[src/rtl/alu_issue_ctrl.sv]
// ----------------------------------------------------------------------------
// alu_issue_ctrl
//
// Issue controller that sits in front of an external combinational ALU.
// It accepts one request at a time and decodes the opcode or function field
// into an ALU operation. It presents the operands to the ALU for one EXEC
// cycle and captures the ALU outputs. The captured response is held until
// the consumer takes it.
//
// Request/response flow: IDLE (accept) -> EXEC (one cycle) -> DONE (hold
// until OutValid && OutReady) -> IDLE. An accept seen at the end of request
// cycle 0 gives OutValid in cycle 2, so the best case is one request every
// three cycles.
//
// Configuration macro:
//   ALU_CTRL_ILLEGAL_TRAP_EN - when defined, an undecodable request sends the
//                              block to TRAP, and it stays there until Reset.
//                              When undefined, an illegal request completes
//                              normally with OutIllegal=1, and Trap is tied
//                              to 0.
//
// Ports:
//   Clk, Reset               clock, synchronous active-high reset
//   InValid / InReady        request handshake
//   Opcode, Funct            instruction fields to decode
//   RegA, RegB               operands (RegB may be an extended immediate)
//   AluOp, AluA, AluB        registered drive to the ALU
//   AluResult, AluZero,
//   AluCarryOut              ALU outputs, sampled at the end of EXEC
//   OutValid / OutReady      response handshake
//   OutResult, OutZero,
//   OutCarry, OutBranchTaken,
//   OutIllegal               captured response fields
//   Trap                     high while parked in TRAP
// ----------------------------------------------------------------------------
module alu_issue_ctrl (
  input  logic        Clk,
  input  logic        Reset,
  input  logic        InValid,
  output logic        InReady,
  input  logic [5:0]  Opcode,
  input  logic [5:0]  Funct,
  input  logic [31:0] RegA,
  input  logic [31:0] RegB,
  output logic [2:0]  AluOp,
  output logic [31:0] AluA,
  output logic [31:0] AluB,
  input  logic [31:0] AluResult,
  input  logic        AluZero,
  input  logic        AluCarryOut,
  output logic        OutValid,
  input  logic        OutReady,
  output logic [31:0] OutResult,
  output logic        OutZero,
  output logic        OutCarry,
  output logic        OutBranchTaken,
  output logic        OutIllegal,
  output logic        Trap
);

  typedef enum logic [1:0] {
    S_IDLE = 2'd0,
    S_EXEC = 2'd1,
    S_DONE = 2'd2,
    S_TRAP = 2'd3
  } state_t;

  localparam logic [5:0] OPC_RTYPE = 6'h00;
  localparam logic [5:0] OPC_BEQ   = 6'h04;
  localparam logic [5:0] OPC_BNE   = 6'h05;
  localparam logic [5:0] OPC_ADDI  = 6'h08;
  localparam logic [5:0] OPC_SLTI  = 6'h0A;
  localparam logic [5:0] OPC_ANDI  = 6'h0C;
  localparam logic [5:0] OPC_ORI   = 6'h0D;
  localparam logic [5:0] OPC_LW    = 6'h23;
  localparam logic [5:0] OPC_SW    = 6'h2B;

  localparam logic [5:0] FN_ADD = 6'h20;
  localparam logic [5:0] FN_SUB = 6'h22;
  localparam logic [5:0] FN_AND = 6'h24;
  localparam logic [5:0] FN_OR  = 6'h25;
  localparam logic [5:0] FN_SLT = 6'h2A;

  localparam logic [2:0] ALU_AND = 3'b000;
  localparam logic [2:0] ALU_OR  = 3'b001;
  localparam logic [2:0] ALU_ADD = 3'b010;
  localparam logic [2:0] ALU_ILL = 3'b011;
  localparam logic [2:0] ALU_SUB = 3'b110;
  localparam logic [2:0] ALU_SLT = 3'b111;

  state_t      r_state;
  state_t      w_next_state;

  logic [2:0]  w_dec_op;
  logic        w_dec_illegal;
  logic        w_dec_beq;
  logic        w_dec_bne;
  logic        w_accept;

  logic [2:0]  r_alu_op;
  logic [31:0] r_alu_a;
  logic [31:0] r_alu_b;
  logic        r_illegal;
  logic        r_is_beq;
  logic        r_is_bne;
  logic [31:0] r_out_result;
  logic        r_out_zero;
  logic        r_out_carry;
  logic        r_out_branch;
  logic        r_out_illegal;

  // Instruction decode: every unlisted opcode/funct falls through as illegal
  always_comb begin
    w_dec_op      = ALU_ILL;
    w_dec_illegal = 1'b1;
    w_dec_beq     = 1'b0;
    w_dec_bne     = 1'b0;
    case (Opcode)
      OPC_RTYPE: begin
        case (Funct)
          FN_AND:  begin w_dec_op = ALU_AND; w_dec_illegal = 1'b0; end
          FN_OR:   begin w_dec_op = ALU_OR;  w_dec_illegal = 1'b0; end
          FN_ADD:  begin w_dec_op = ALU_ADD; w_dec_illegal = 1'b0; end
          FN_SUB:  begin w_dec_op = ALU_SUB; w_dec_illegal = 1'b0; end
          FN_SLT:  begin w_dec_op = ALU_SLT; w_dec_illegal = 1'b0; end
          default: begin w_dec_op = ALU_ILL; w_dec_illegal = 1'b1; end
        endcase
      end
      OPC_BEQ:  begin w_dec_op = ALU_SUB; w_dec_illegal = 1'b0; w_dec_beq = 1'b1; end
      OPC_BNE:  begin w_dec_op = ALU_SUB; w_dec_illegal = 1'b0; w_dec_bne = 1'b1; end
      OPC_ADDI: begin w_dec_op = ALU_ADD; w_dec_illegal = 1'b0; end
      OPC_LW:   begin w_dec_op = ALU_ADD; w_dec_illegal = 1'b0; end
      OPC_SW:   begin w_dec_op = ALU_ADD; w_dec_illegal = 1'b0; end
      OPC_ANDI: begin w_dec_op = ALU_AND; w_dec_illegal = 1'b0; end
      OPC_ORI:  begin w_dec_op = ALU_OR;  w_dec_illegal = 1'b0; end
      OPC_SLTI: begin w_dec_op = ALU_SLT; w_dec_illegal = 1'b0; end
      default:  begin w_dec_op = ALU_ILL; w_dec_illegal = 1'b1; end
    endcase
  end

  // Reset must block acceptance in the same cycle, not only from the next one
  assign w_accept = (r_state == S_IDLE) && InValid && !Reset;

  // State register
  always_ff @(posedge Clk) begin
    if (Reset) begin
      r_state <= S_IDLE;
    end else begin
      r_state <= w_next_state;
    end
  end

  // Next-state logic
  always_comb begin
    w_next_state = r_state;
    case (r_state)
      S_IDLE: begin
        if (InValid) begin
`ifdef ALU_CTRL_ILLEGAL_TRAP_EN
          if (w_dec_illegal) begin
            w_next_state = S_TRAP;
          end else begin
            w_next_state = S_EXEC;
          end
`else
          w_next_state = S_EXEC;
`endif
        end else begin
          w_next_state = S_IDLE;
        end
      end
      S_EXEC: w_next_state = S_DONE;
      S_DONE: begin
        if (OutReady) begin
          w_next_state = S_IDLE;
        end else begin
          w_next_state = S_DONE;
        end
      end
`ifdef ALU_CTRL_ILLEGAL_TRAP_EN
      S_TRAP:  w_next_state = S_TRAP;
`else
      S_TRAP:  w_next_state = S_IDLE;
`endif
      default: w_next_state = S_IDLE;
    endcase
  end

  // Issue registers (load on accept) and response capture (end of EXEC)
  always_ff @(posedge Clk) begin
    if (Reset) begin
      r_alu_op      <= 3'b000;
      r_alu_a       <= 32'h0000_0000;
      r_alu_b       <= 32'h0000_0000;
      r_illegal     <= 1'b0;
      r_is_beq      <= 1'b0;
      r_is_bne      <= 1'b0;
      r_out_result  <= 32'h0000_0000;
      r_out_zero    <= 1'b0;
      r_out_carry   <= 1'b0;
      r_out_branch  <= 1'b0;
      r_out_illegal <= 1'b0;
    end else begin
      if (w_accept) begin
        r_alu_op  <= w_dec_op;
        r_alu_a   <= RegA;
        r_alu_b   <= RegB;
        r_illegal <= w_dec_illegal;
        r_is_beq  <= w_dec_beq;
        r_is_bne  <= w_dec_bne;
      end
      if (r_state == S_EXEC) begin
        if (r_illegal) begin
          // Illegal requests return a fixed response and ignore the ALU.
          r_out_result  <= 32'h0000_0000;
          r_out_zero    <= 1'b1;
          r_out_carry   <= 1'b0;
          r_out_branch  <= 1'b0;
          r_out_illegal <= 1'b1;
        end else begin
          r_out_result  <= AluResult;
          r_out_zero    <= AluZero;
          // Carry only has meaning for the arithmetic ops.
          r_out_carry   <= ((r_alu_op == ALU_ADD) || (r_alu_op == ALU_SUB)) ? AluCarryOut : 1'b0;
          r_out_branch  <= r_is_beq ? AluZero : (r_is_bne ? ~AluZero : 1'b0);
          r_out_illegal <= 1'b0;
        end
      end
    end
  end

  assign InReady        = (r_state == S_IDLE) && !Reset;
  assign OutValid       = (r_state == S_DONE);
  assign AluOp          = r_alu_op;
  assign AluA           = r_alu_a;
  assign AluB           = r_alu_b;
  assign OutResult      = r_out_result;
  assign OutZero        = r_out_zero;
  assign OutCarry       = r_out_carry;
  assign OutBranchTaken = r_out_branch;
  assign OutIllegal     = r_out_illegal;
`ifdef ALU_CTRL_ILLEGAL_TRAP_EN
  assign Trap           = (r_state == S_TRAP);
`else
  assign Trap           = 1'b0;
`endif

endmodule
[config.mk]
export PLATFORM = sky130hd
export DESIGN_NAME = alu_issue_ctrl
export DESIGN_NICKNAME = d
export VERILOG_FILES = /design/src/rtl/alu_issue_ctrl.sv
export SDC_FILE = /design/constraint.sdc
export NUM_CORES = 1
export LEC_CHECK = 0
export CAP_MARGIN = 20
export CORE_ASPECT_RATIO = 1.4
export CORE_MARGIN = 2
export CORE_UTILIZATION = 35
export DETAILED_ROUTE_END_ITERATION = 10
export GPL_ROUTABILITY_DRIVEN = 0
export GPL_TIMING_DRIVEN = 1
export PLACE_DENSITY = 0.82
export SETUP_SLACK_MARGIN = 0.1
export SLEW_MARGIN = 5
export SYNTH_ARGS = -nofsm -noshare
export SYNTH_HDL_FRONTEND = slang
export SYNTH_SLANG_ARGS = --single-unit
[constraint.sdc]
create_clock -name Clk -period 3.2 [get_ports Clk]
set_input_delay 0.64 -clock Clk [delete_from_list [all_inputs] [get_ports Clk]]
set_output_delay 0.64 -clock Clk [all_outputs]
set_load 0.05 [all_outputs]
==> results.yml, run 1 <==
yosys:
  syn-num-nets: 619
  ys_seq_area_frac: 0.5260
  synth_top_cell_by_area: "dfxtp_1"
  synth_top_area_frac: 0.5260
  yosys.area_share.simple: 0.2654
  syn_area_sq_um: 4110
  yosysUniqueCellTypes: 39
  synth_area_leaders: "dfxtp_1 53%, a21oi_1 13%, nand2_1 12%, nor3b_1 6.4%, nor2_1 4.0%"
  synth-seq-cells: 108
  yosysWarnings: 0
  avgSynthCellArea_sq_um: 8.139
  synth-compound-area-share: 0.1565
  synthXorXnorAreaFrac: 0
  synth_mux_area_frac: 0.002435
  synth_top_family_by_area: "simple AND/OR/NAND/NOR gates"
  netlist_instances: 505
  yosys.area_share.adder: 0
cells_and_area:
  layout_common_cells: "217 x clkdlybuf4s50_1, 132 x nand2_1, 108 x dfxtp_1"
  fin_util: 0.5841
  fin_cells: 849
  layout-drive-gt1-share: 0.05248
  multi_input_area_sq_um: 1753
  diodes: 0
  final_common_cell: "clkdlybuf4s50_1"
  nets: 814
  nFillCells: 982
  seq_area_sq_um: 2162
  syn2layout_area_growth_pct: 61.95
clocking:
  clockBufferDepth: 2
  cts_tree: "built"
  holdBufCountCts: 0
  cts_setup_buffers: 0
  cts_root_buf: "clkbuf_16"
  cts-htree-levels: 3
  cts_buffers: 9
  clkTransAtPathRegs_ps: 70
  clock-sinks: 108
  ctsResizeCount: 0
  insertion_delay_ps: 340
power_and_ir_drop:
  power_density_nw_per_um2: 482.3
  peakVddDrop_mv: 0.2950
  power_frac_comb: 0.216
  leakage_nw: 2.372
  p_seq_frac: 0.448
  p_sw_w: 0.0009508
  power.internal_w: 0.002259
  clkPwrFrac: 0.335
  power_w: 0.003210
  switching_share: 0.2962
detailed_routing:
  routed_wl_um: 11850
  drt_iter0_drc: 126
  first_pass_iters: 4
  drc: 0
  final_antenna_net_count: 0
  wl_per_cell_um: 13.95
  vias: 4174
  vias_per_cell: 4.916
timing:
  setup_violations: 0
  max_freq_mhz: 413.8
  hold_ws_ps: 452.1
  clock_skew_ps: 9.209
  slew_headroom: 0.4961
  finalCritPeriodShare: 0.7552
  period_minus_slack_ps: 2417
  maxSlewViolCount: 0
  rsz0062_at_grt: "no"
  tightest_slew_ps: 755.8
  hold_violations: 0
  finalSetupTns_ps: 0
floorplan:
  coreArea_sq_um: 11400
  initial_core_util: 0.3607
  rows: 46
  die_w_um: 95.59
  ios: 220
  dieHeight_um: 132.2
  die-area_sq_um: 12640
place:
  place_inst: 832
  numPortBuffers: 218
  dp_hpwl_um: 8351
worst_setup_path:
  cp-end-kind: "output port"
  path_class: "in -> out"
  start_kind: "primary input"
  cp_cell_sequence: "buf_4 > nor3_2 > clkdlybuf4s50_1"
  slowest_stage: "clkdlybuf4s50_1"
  critPathMaxStageDelay_ps: 840
  critPathRequiredTime_ps: 2560
  timing.critical_path.buf_inv: 2
  critPathMaxFanout: 2
  arrival_ps: 1780
  crit_family: "buffers and inverters"
run_status:
  status: "completed"
flow_run:
  max-cap-violations: 0
global_routing:
  grt_pass1_wl_um: 18730
  grt_pass1_vias: 4016
  grt_use_total: 0.1822
  grt_overflow: 0
  grt_max_degree: 108
  antenna_found_initial: 0
min_path:
  hold_path.class: "reg -> reg"
[worst paths after layout]
check | slack (ps) | cells after the start | endpoint | startpoint
hold / removal | 450 | 2 | r_is_bne | r_is_bne
hold reg to reg | 450 | 2 | r_is_bne | r_is_bne
setup reg to reg | 1330 | 5 | OutResult[17] | r_state[1]
setup / recovery | 780 | 3 | InReady | Reset
[power by group through the flow]
stage,clock (W),sequential [W],combinational (W)
6_report,0.00108,0.00144,0.000694
5_1_grt,0.00116,0.00145,0.000740
4_1_cts,0.00111,0.00144,0.000694
3_5_place_dp,0,0.00147,0.000691
3_3_place_gp,0,0.00147,0.000681
2_1_floorplan,0,0.00168,0.000187
[final cells by class]
type                            instances  share of cell area
Timing Repair Buffer                  225              0.3383
Sequential cell                       108              0.3248
Multi-Input combinational cell        352              0.2633
Clock buffer                           10             0.03590
Tap cell                              144             0.02707
Clock inverter                          6            0.008271
Inverter                                4            0.002256
[layer usage]
layer  GRT usage  vias to the layer above  routed length [um]
li1            -                     2066                   -
met1      0.2060                     1931                4626
met2      0.3147                      163                5848
met3     0.06632                       14                1212
met4     0.05476                        0                 158
met5           0                        -                   0
[synthesized netlist by cell type, drive strengths merged]
library cell and number:
a221oi 1, dfxtp 108, conb 1, o221ai 1
and4 1, or3 1, a21oi 104, a31o 2
nand4 1, nor2 44, nor4bb 2, or4 1
a211oi 2, mux2i 1, nand3b 1, nor4 1
nand2b 3, nor4b 2, nor3 3, and4b 1
o211a 1, nand2 133, nor2b 2, o2bb2ai 1
a2bb2oi 1, inv 4, or2 2, clkbuf 26
o21ai 3, a31oi 1, buf 15, nor3b 35
[state kept, by name, summed over array words and instances, names as in the netlist]
| signal | flops |
|---|---|
| OutZero | 1 |
| r_illegal | 1 |
| OutCarry | 1 |
| AluOp | 3 |
| OutBranchTaken | 1 |
| AluB | 32 |
| OutIllegal | 1 |
| r_is_beq | 1 |
| r_is_bne | 1 |
| OutResult | 32 |
| r_state | 2 |
| AluA | 32 |
[logic make-up (layout without fill, tap and decap cells)]
kind of cell | Yosys count | count (layout)
buffers and inverters | 45 | 245
flip-flops | 108 | 108
other | 1 | 1
AND/OR/NAND/NOR | 233 | 233
multiplexers | 1 | 1
AO/OA/AOI/OAI | 117 | 117
[worst reg2reg max path, stage by stage (launching register included)]
cell and delay, ps:
dfxtp_1 390, nand2b_2 640, buf_4 430, nor3b_1 100, a21oi_1 140, nor2_1 60
[metrics by stage]
| stage | setup slack [ps] | cell area (sq um) |
|---|---|---|
| floorplan | 823.0 | 4110 |
| global placement | 791.9 | 6335 |
| detailed placement | 771.9 | 6335 |
| CTS | 749.8 | 6629 |
| global route | 692.7 | 6656 |
| finish | 783.4 | 6656 |
Note: power is estimated with default switching activity, not from simulation.
==> run 2: changes to the inputs <==
PLACE_DENSITY = 0.85   (was 0.82)
clock period = 2 ns   (was 3.2 ns; I/O delays follow)
==> run 2 against run 1 <==
Net effect: register-to-register slack got worse by 850 ps; critical path depth fell by 2; sequential power grew 60%; worst hold slack improved by 0.83 ps; first-iteration DRC count is 53% higher; global-route usage is 0.41 points higher; design area grew 1.9%; worst setup slack worse by 650 ps; largest cell class unchanged; clock skew shrank 3.7 ps; cell count up 0.94%.
==> results.yml, run 2 (synthesis results as in run 1) <==
run_status:
  status: "completed"
worst_setup_path:
  timing.critical_path.buf_inv: 1
  cp-end-kind: "output port"
  r2r_setup_slack_ps: 480
  crit_family: "buffers and inverters"
  critPathMaxStageDelay_ps: 800
  reg2reg_from: "r_state[0]"
  arrival_ps: 1470
  slowest_stage: "clkdlybuf4s50_1"
  timing.rr.end: "AluA[2]"
  critPathMaxFanout: 2
  critPathRequiredTime_ps: 1600
  cp_cell_sequence: "clkdlybuf4s50_1"
  start_kind: "register"
  path_class: "reg -> out"
  worst-r2r-cell-count: 6
timing:
  setup_violations: 0
  period_minus_slack_ps: 1871
  slew_headroom: 0.5652
  clock_skew_ps: 5.558
  rsz0062_at_grt: "no"
  finalCritPeriodShare: 0.9354
  finalSetupTns_ps: 0
  tightest_slew_ps: 652.2
  max_freq_mhz: 534.5
  hold_violations: 0
  maxSlewViolCount: 0
detailed_routing:
  vias_per_cell: 4.900
  final_antenna_net_count: 0
  first_pass_iters: 5
  wl_per_cell_um: 14.48
  routed_wl_um: 12410
  vias: 4199
  drc: 0
  drt_iter0_drc: 193
place:
  dp_hpwl_um: 9106
  numPortBuffers: 218
  place_inst: 841
global_routing:
  grt_pass1_vias: 4105
  grt_use_total: 0.1863
  antenna_found_initial: 0
  grt_pass1_wl_um: 19070
  grt_overflow: 0
  grt_max_degree: 108
power_and_ir_drop:
  p_sw_w: 0.001525
  switching_share: 0.2997
  power.internal_w: 0.003565
  leakage_nw: 3.480
  power_density_nw_per_um2: 750.3
  peakVddDrop_mv: 0.4532
  power_w: 0.005090
  clkPwrFrac: 0.331
  power_frac_comb: 0.216
  p_seq_frac: 0.453
clocking:
  cts_root_buf: "clkbuf_16"
  clock-sinks: 108
  cts_setup_buffers: 0
  cts-htree-levels: 3
  clockBufferDepth: 2
  insertion_delay_ps: 330
  cts_buffers: 9
  cts_tree: "built"
  clkTransAtPathRegs_ps: 70
cells_and_area:
  diodes: 0
  nets: 822
  nFillCells: 994
  seq_area_sq_um: 2162
  fin_cells: 857
  layout_common_cells: "132 x nand2_1, 116 x clkdlybuf4s50_1, 108 x dfxtp_1"
  syn2layout_area_growth_pct: 65.05
  final_common_cell: "nand2_1"
  layout-drive-gt1-share: 0.06592
  multi_input_area_sq_um: 1759
floorplan:
  initial_core_util: 0.3607
  die-area_sq_um: 12640
  die_w_um: 95.59
  dieHeight_um: 132.2
  coreArea_sq_um: 11400
  ios: 220
  rows: 46
min_path:
  hold_path_startpoint: "OutBranchTaken"
  hold_path.class: "reg -> reg"
  holdPathEnd: "OutBranchTaken"
  min_path_cells: 2
flow_run:
  max-cap-violations: 0
## run 2: cell count changes in the layout (fill, tap and decap cells not counted)
cell | before | now
nor3_2 | 2 | 1
buf_12 | 0 | 3
dlygate4sd2_1 | 0 | 49
buf_16 | 1 | 0
clkinv_4 | 3 | 0
clkbuf_1 | 0 | 1
dlymetal6s2s_1 | 0 | 49
nor3_4 | 0 | 1
clkbuf_8 | 1 | 0
clkdlybuf4s50_1 | 217 | 116
inv_8 | 1 | 2
clkinvlp_4 | 0 | 2
buf_4 | 7 | 16
## run 2: layout make-up
class	instances	area share
Clock buffer	10	0.03375
Clock inverter	6	0.008115
Inverter	4	0.002213
Multi-Input combinational cell	352	0.2593
Sequential cell	108	0.3187
Tap cell	144	0.02656
Timing Repair Buffer	233	0.3513
## run 2: through the flow
step,hold WS (ps),worst slack [ps],instance area (sq um),utilization
2_1_floorplan,427.1,122.3,4116,-
3_3_place_gp,440.6,5.871,6439,0.5650
3_5_place_dp,446.4,-113.6,6439,0.5650
4_1_cts,456.2,101.0,6661,0.5845
5_1_grt,473.6,102.0,6784,0.5953
6_report,452.9,129.2,6784,0.5953
## run 2: timing repair
action	CTS	global route
endpoints found under the setup margin	49	49
hold buffers	0	0
resized for setup	49	49
endpoints found under the hold margin	0	0
## run 2: how the worst max path moves through the flow
stage / start / endpoint / slack [ps] / cells past startpoint
final: AluB[26] / AluB[26] / 130 / 1
after global routing: AluB[26] / AluB[26] / 100 / 1
after CTS: OutResult[7] / OutResult[7] / 100 / 1
after detailed placement: Funct[0] / AluOp[0] / -110 / 5
after global placement: Funct[0] / AluOp[0] / 6 / 5
after floorplan: Reset / AluOp[0] / 120 / 7
## run 2: per-layer routing
metal	track usage	part of all wire	vias to the layer above
met5	0	0	-
met4	0.05873	0.019	0
met3	0.06061	0.10	19
met2	0.3341	0.51	179
met1	0.2025	0.37	1922
li1	-	-	2079
## run 2: power by group through the flow
| stage | Combinational (W) | Sequential (W) | Clock, W |
|---|---|---|---|
| floorplan | 0.000300 | 0.00268 | 0 |
| detailed placement | 0.00114 | 0.00236 | 0 |
| global placement | 0.00111 | 0.00235 | 0 |
| finish | 0.00110 | 0.00230 | 0.00169 |
| CTS | 0.00111 | 0.00231 | 0.00174 |
| global route | 0.00117 | 0.00232 | 0.00183 |
==> run 3: changes to the inputs <==
ABC_AREA = 1   (was not set)
GPL_ROUTABILITY_DRIVEN = 1   (was 0)
PLACE_DENSITY = 0.86   (was 0.85)
==> run 3 against run 2 <==
Net effect: register-to-register slack gained 40 ps; maximum frequency increased by 0.38%; design area down 1.8%; first-iteration DRC count decreased by 20%; area after synthesis is 2.9% lower; highest routed layer unchanged.
==> results.yml, run 3 <==
yosys:
  synth-compound-area-share: 0.1429
  synth_top_cell_by_area: "dfxtp_1"
  synth.most_common_cell: "nand2_1"
  yosys.area_share.adder: 0
  synth_top_family_by_area: "simple AND/OR/NAND/NOR gates"
  postSynth.asyncResetShare: 0
  yosysUniqueCellTypes: 24
  yosys.area_share.simple: 0.2539
  synthFlopType: "dfxtp_1"
  yosysWarnings: 0
  synth_area_leaders: "dfxtp_1 54%, nand2_1 20%, a21oi_1 13%, nor2_1 2.2%, inv_1 2.0%"
  avgSynthCellArea_sq_um: 7.488
  netlist_instances: 533
  synth_mux_area_frac: 0
  ys_seq_area_frac: 0.5417
  syn_area_sq_um: 3991
  synth-edff-count: 0
  synthTopCellsByCount: "213 x nand2_1, 108 x dfxtp_1, 103 x a21oi_1"
  synth_top_area_frac: 0.5417
  synthXorXnorAreaFrac: 0
  synth-seq-cells: 108
  syn-num-nets: 647
global_routing:
  grt_pass1_vias: 3731
  grt_overflow: 0
  grt_pass1_wl_um: 17820
  antenna_found_initial: 0
  grt_max_degree: 104
  grt_use_total: 0.1824
cells_and_area:
  nFillCells: 1024
  layout-drive-gt1-share: 0.04973
  fin_cells: 888
  fin_util: 0.5933
  final_common_cell: "nand2_1"
  diodes: 0
  nets: 853
  syn2layout_area_growth_pct: 66.83
  layout_common_cells: "213 x nand2_1, 117 x clkdlybuf4s50_1, 108 x dfxtp_1"
timing:
  max_freq_mhz: 536.6
  finalCritPeriodShare: 0.9318
  finalSetupTns_ps: 0
  clock_skew_ps: 9.986
  worst_slack_ps: 136.4
  hold_violations: 0
  rsz0062_at_grt: "no"
  maxSlewViolCount: 0
  tightest_slew_ps: 537.7
  period_minus_slack_ps: 1864
  slew_headroom: 0.6415
  setup_violations: 0
worst_setup_path:
  critPathMaxStageDelay_ps: 800
  arrival_ps: 1460
  reg2reg_from: "r_state[0]"
  worst-r2r-cell-count: 7
  cp_cell_sequence: "clkdlybuf4s50_1"
  timing.critical_path.buf_inv: 1
  r2r_setup_slack_ps: 520
  critPathRequiredTime_ps: 1600
  crit_family: "buffers and inverters"
  crit_cells: 1
  path_class: "reg -> out"
  critPathMaxFanout: 2
  cp-end-kind: "output port"
  slowest_stage: "clkdlybuf4s50_1"
  start_kind: "register"
  timing.rr.end: "AluOp[1]"
min_path:
  hold_path_startpoint: "OutResult[10]"
  holdPathEnd: "OutResult[10]"
  min_path_cells: 2
  hold_path.class: "reg -> reg"
clocking:
  clockBufferDepth: 2
  cts_setup_buffers: 0
  cts_buffers: 9
  holdBufCountCts: 0
  cts-htree-levels: 3
  clkTransAtPathRegs_ps: 60
  cts_tree: "built"
  cts_root_buf: "clkbuf_16"
  insertion_delay_ps: 340
  clock-sinks: 108
floorplan:
  ios: 220
  dieHeight_um: 130.4
  die-area_sq_um: 12290
  die_w_um: 94.25
  rows: 46
  coreArea_sq_um: 11220
  initial_core_util: 0.3556
flow_run:
  max-cap-violations: 0
place:
  place.gp.congestion: 0.8606
  numPortBuffers: 218
  dp_hpwl_um: 8431
  place_inst: 872
  pre_cts_slack_ps: 156.5
detailed_routing:
  wl_per_cell_um: 13.60
  vias: 4066
  routed_wl_um: 12080
  drt_iter0_drc: 155
  final_antenna_net_count: 0
  first_pass_iters: 4
  drc: 0
  vias_per_cell: 4.579
power_and_ir_drop:
  peakVddDrop_mv: 0.4262
  leakage_nw: 3.587
  power_density_nw_per_um2: 761.6
  power_w: 0.005072
run_status:
  status: "completed"
## run 3: changes by cell type after synthesis, sizes merged, moves of 3 or more
cell / previous run / this run
nand2b: 3 / 0
nor2: 44 / 25
nor3b: 35 / 0
clkbuf: 26 / 17
nand2: 133 / 215
inv: 4 / 23
nand3: 0 / 14
## run 3: layer usage
metal / global-route usage / vias up / wire length (um)
met5: 0 / - / 0
met4: 0.07417 / 0 / 320
met3: 0.05254 / 23 / 747
met2: 0.3290 / 129 / 6291
met1: 0.1991 / 1807 / 4720
li1: - / 2107 / -
## run 3: layout make-up
| class | instances | area (sq um) | area share |
|---|---|---|---|
| Clock inverter | 4 | 32.53 | 0.004885 |
| Sequential cell | 108 | 2162 | 0.3247 |
| Clock buffer | 12 | 246.5 | 0.03702 |
| Multi-Input combinational cell | 370 | 1594 | 0.2394 |
| Tap cell | 144 | 180.2 | 0.02706 |
| Inverter | 23 | 86.33 | 0.01297 |
| Timing Repair Buffer | 227 | 2357 | 0.3540 |
## run 3: power breakdown
part / switching, W / total, W / internal, W
Combinational: 0.000664 / 0.00109 / 0.000430
Sequential: 0.0000518 / 0.00231 / 0.00226
Clock: 0.000782 / 0.00167 / 0.000888
Total: 0.00150 / 0.00507 / 0.00357
## run 3: logic make-up after synthesis
| group | after synthesis |
|---|---|
| AND/OR/NAND/NOR | 258 |
| buffers and inverters | 55 |
| other | 1 |
| AO/OA/AOI/OAI | 111 |
| flip-flops | 108 |
## run 3: worst max-delay path by stage
stage,end,from,slack (ps)
floorplan,AluOp[1],Reset,370
global placement,AluOp[0],Opcode[4],180
detailed placement,AluOp[0],Opcode[4],160
CTS,AluB[13],AluB[13],100
global route,AluA[24],AluA[24],100
finish,AluB[18],AluB[18],140
## run 3: what timing repair did
action                                  in CTS  in global routing
gates resized for setup                     42                 54
pin swaps                                    0                  0
endpoints found under the setup margin      42                 54
## run 3: through the flow
| step | instance area [sq um] | hold WS (ps) |
|---|---|---|
| after floorplan | 3998 | 442.6 |
| after global placement | 6297 | 450.7 |
| after detailed placement | 6297 | 454.3 |
| after CTS | 6524 | 463.8 |
| after global routing | 6659 | 475.9 |
| final | 6659 | 461.1 |
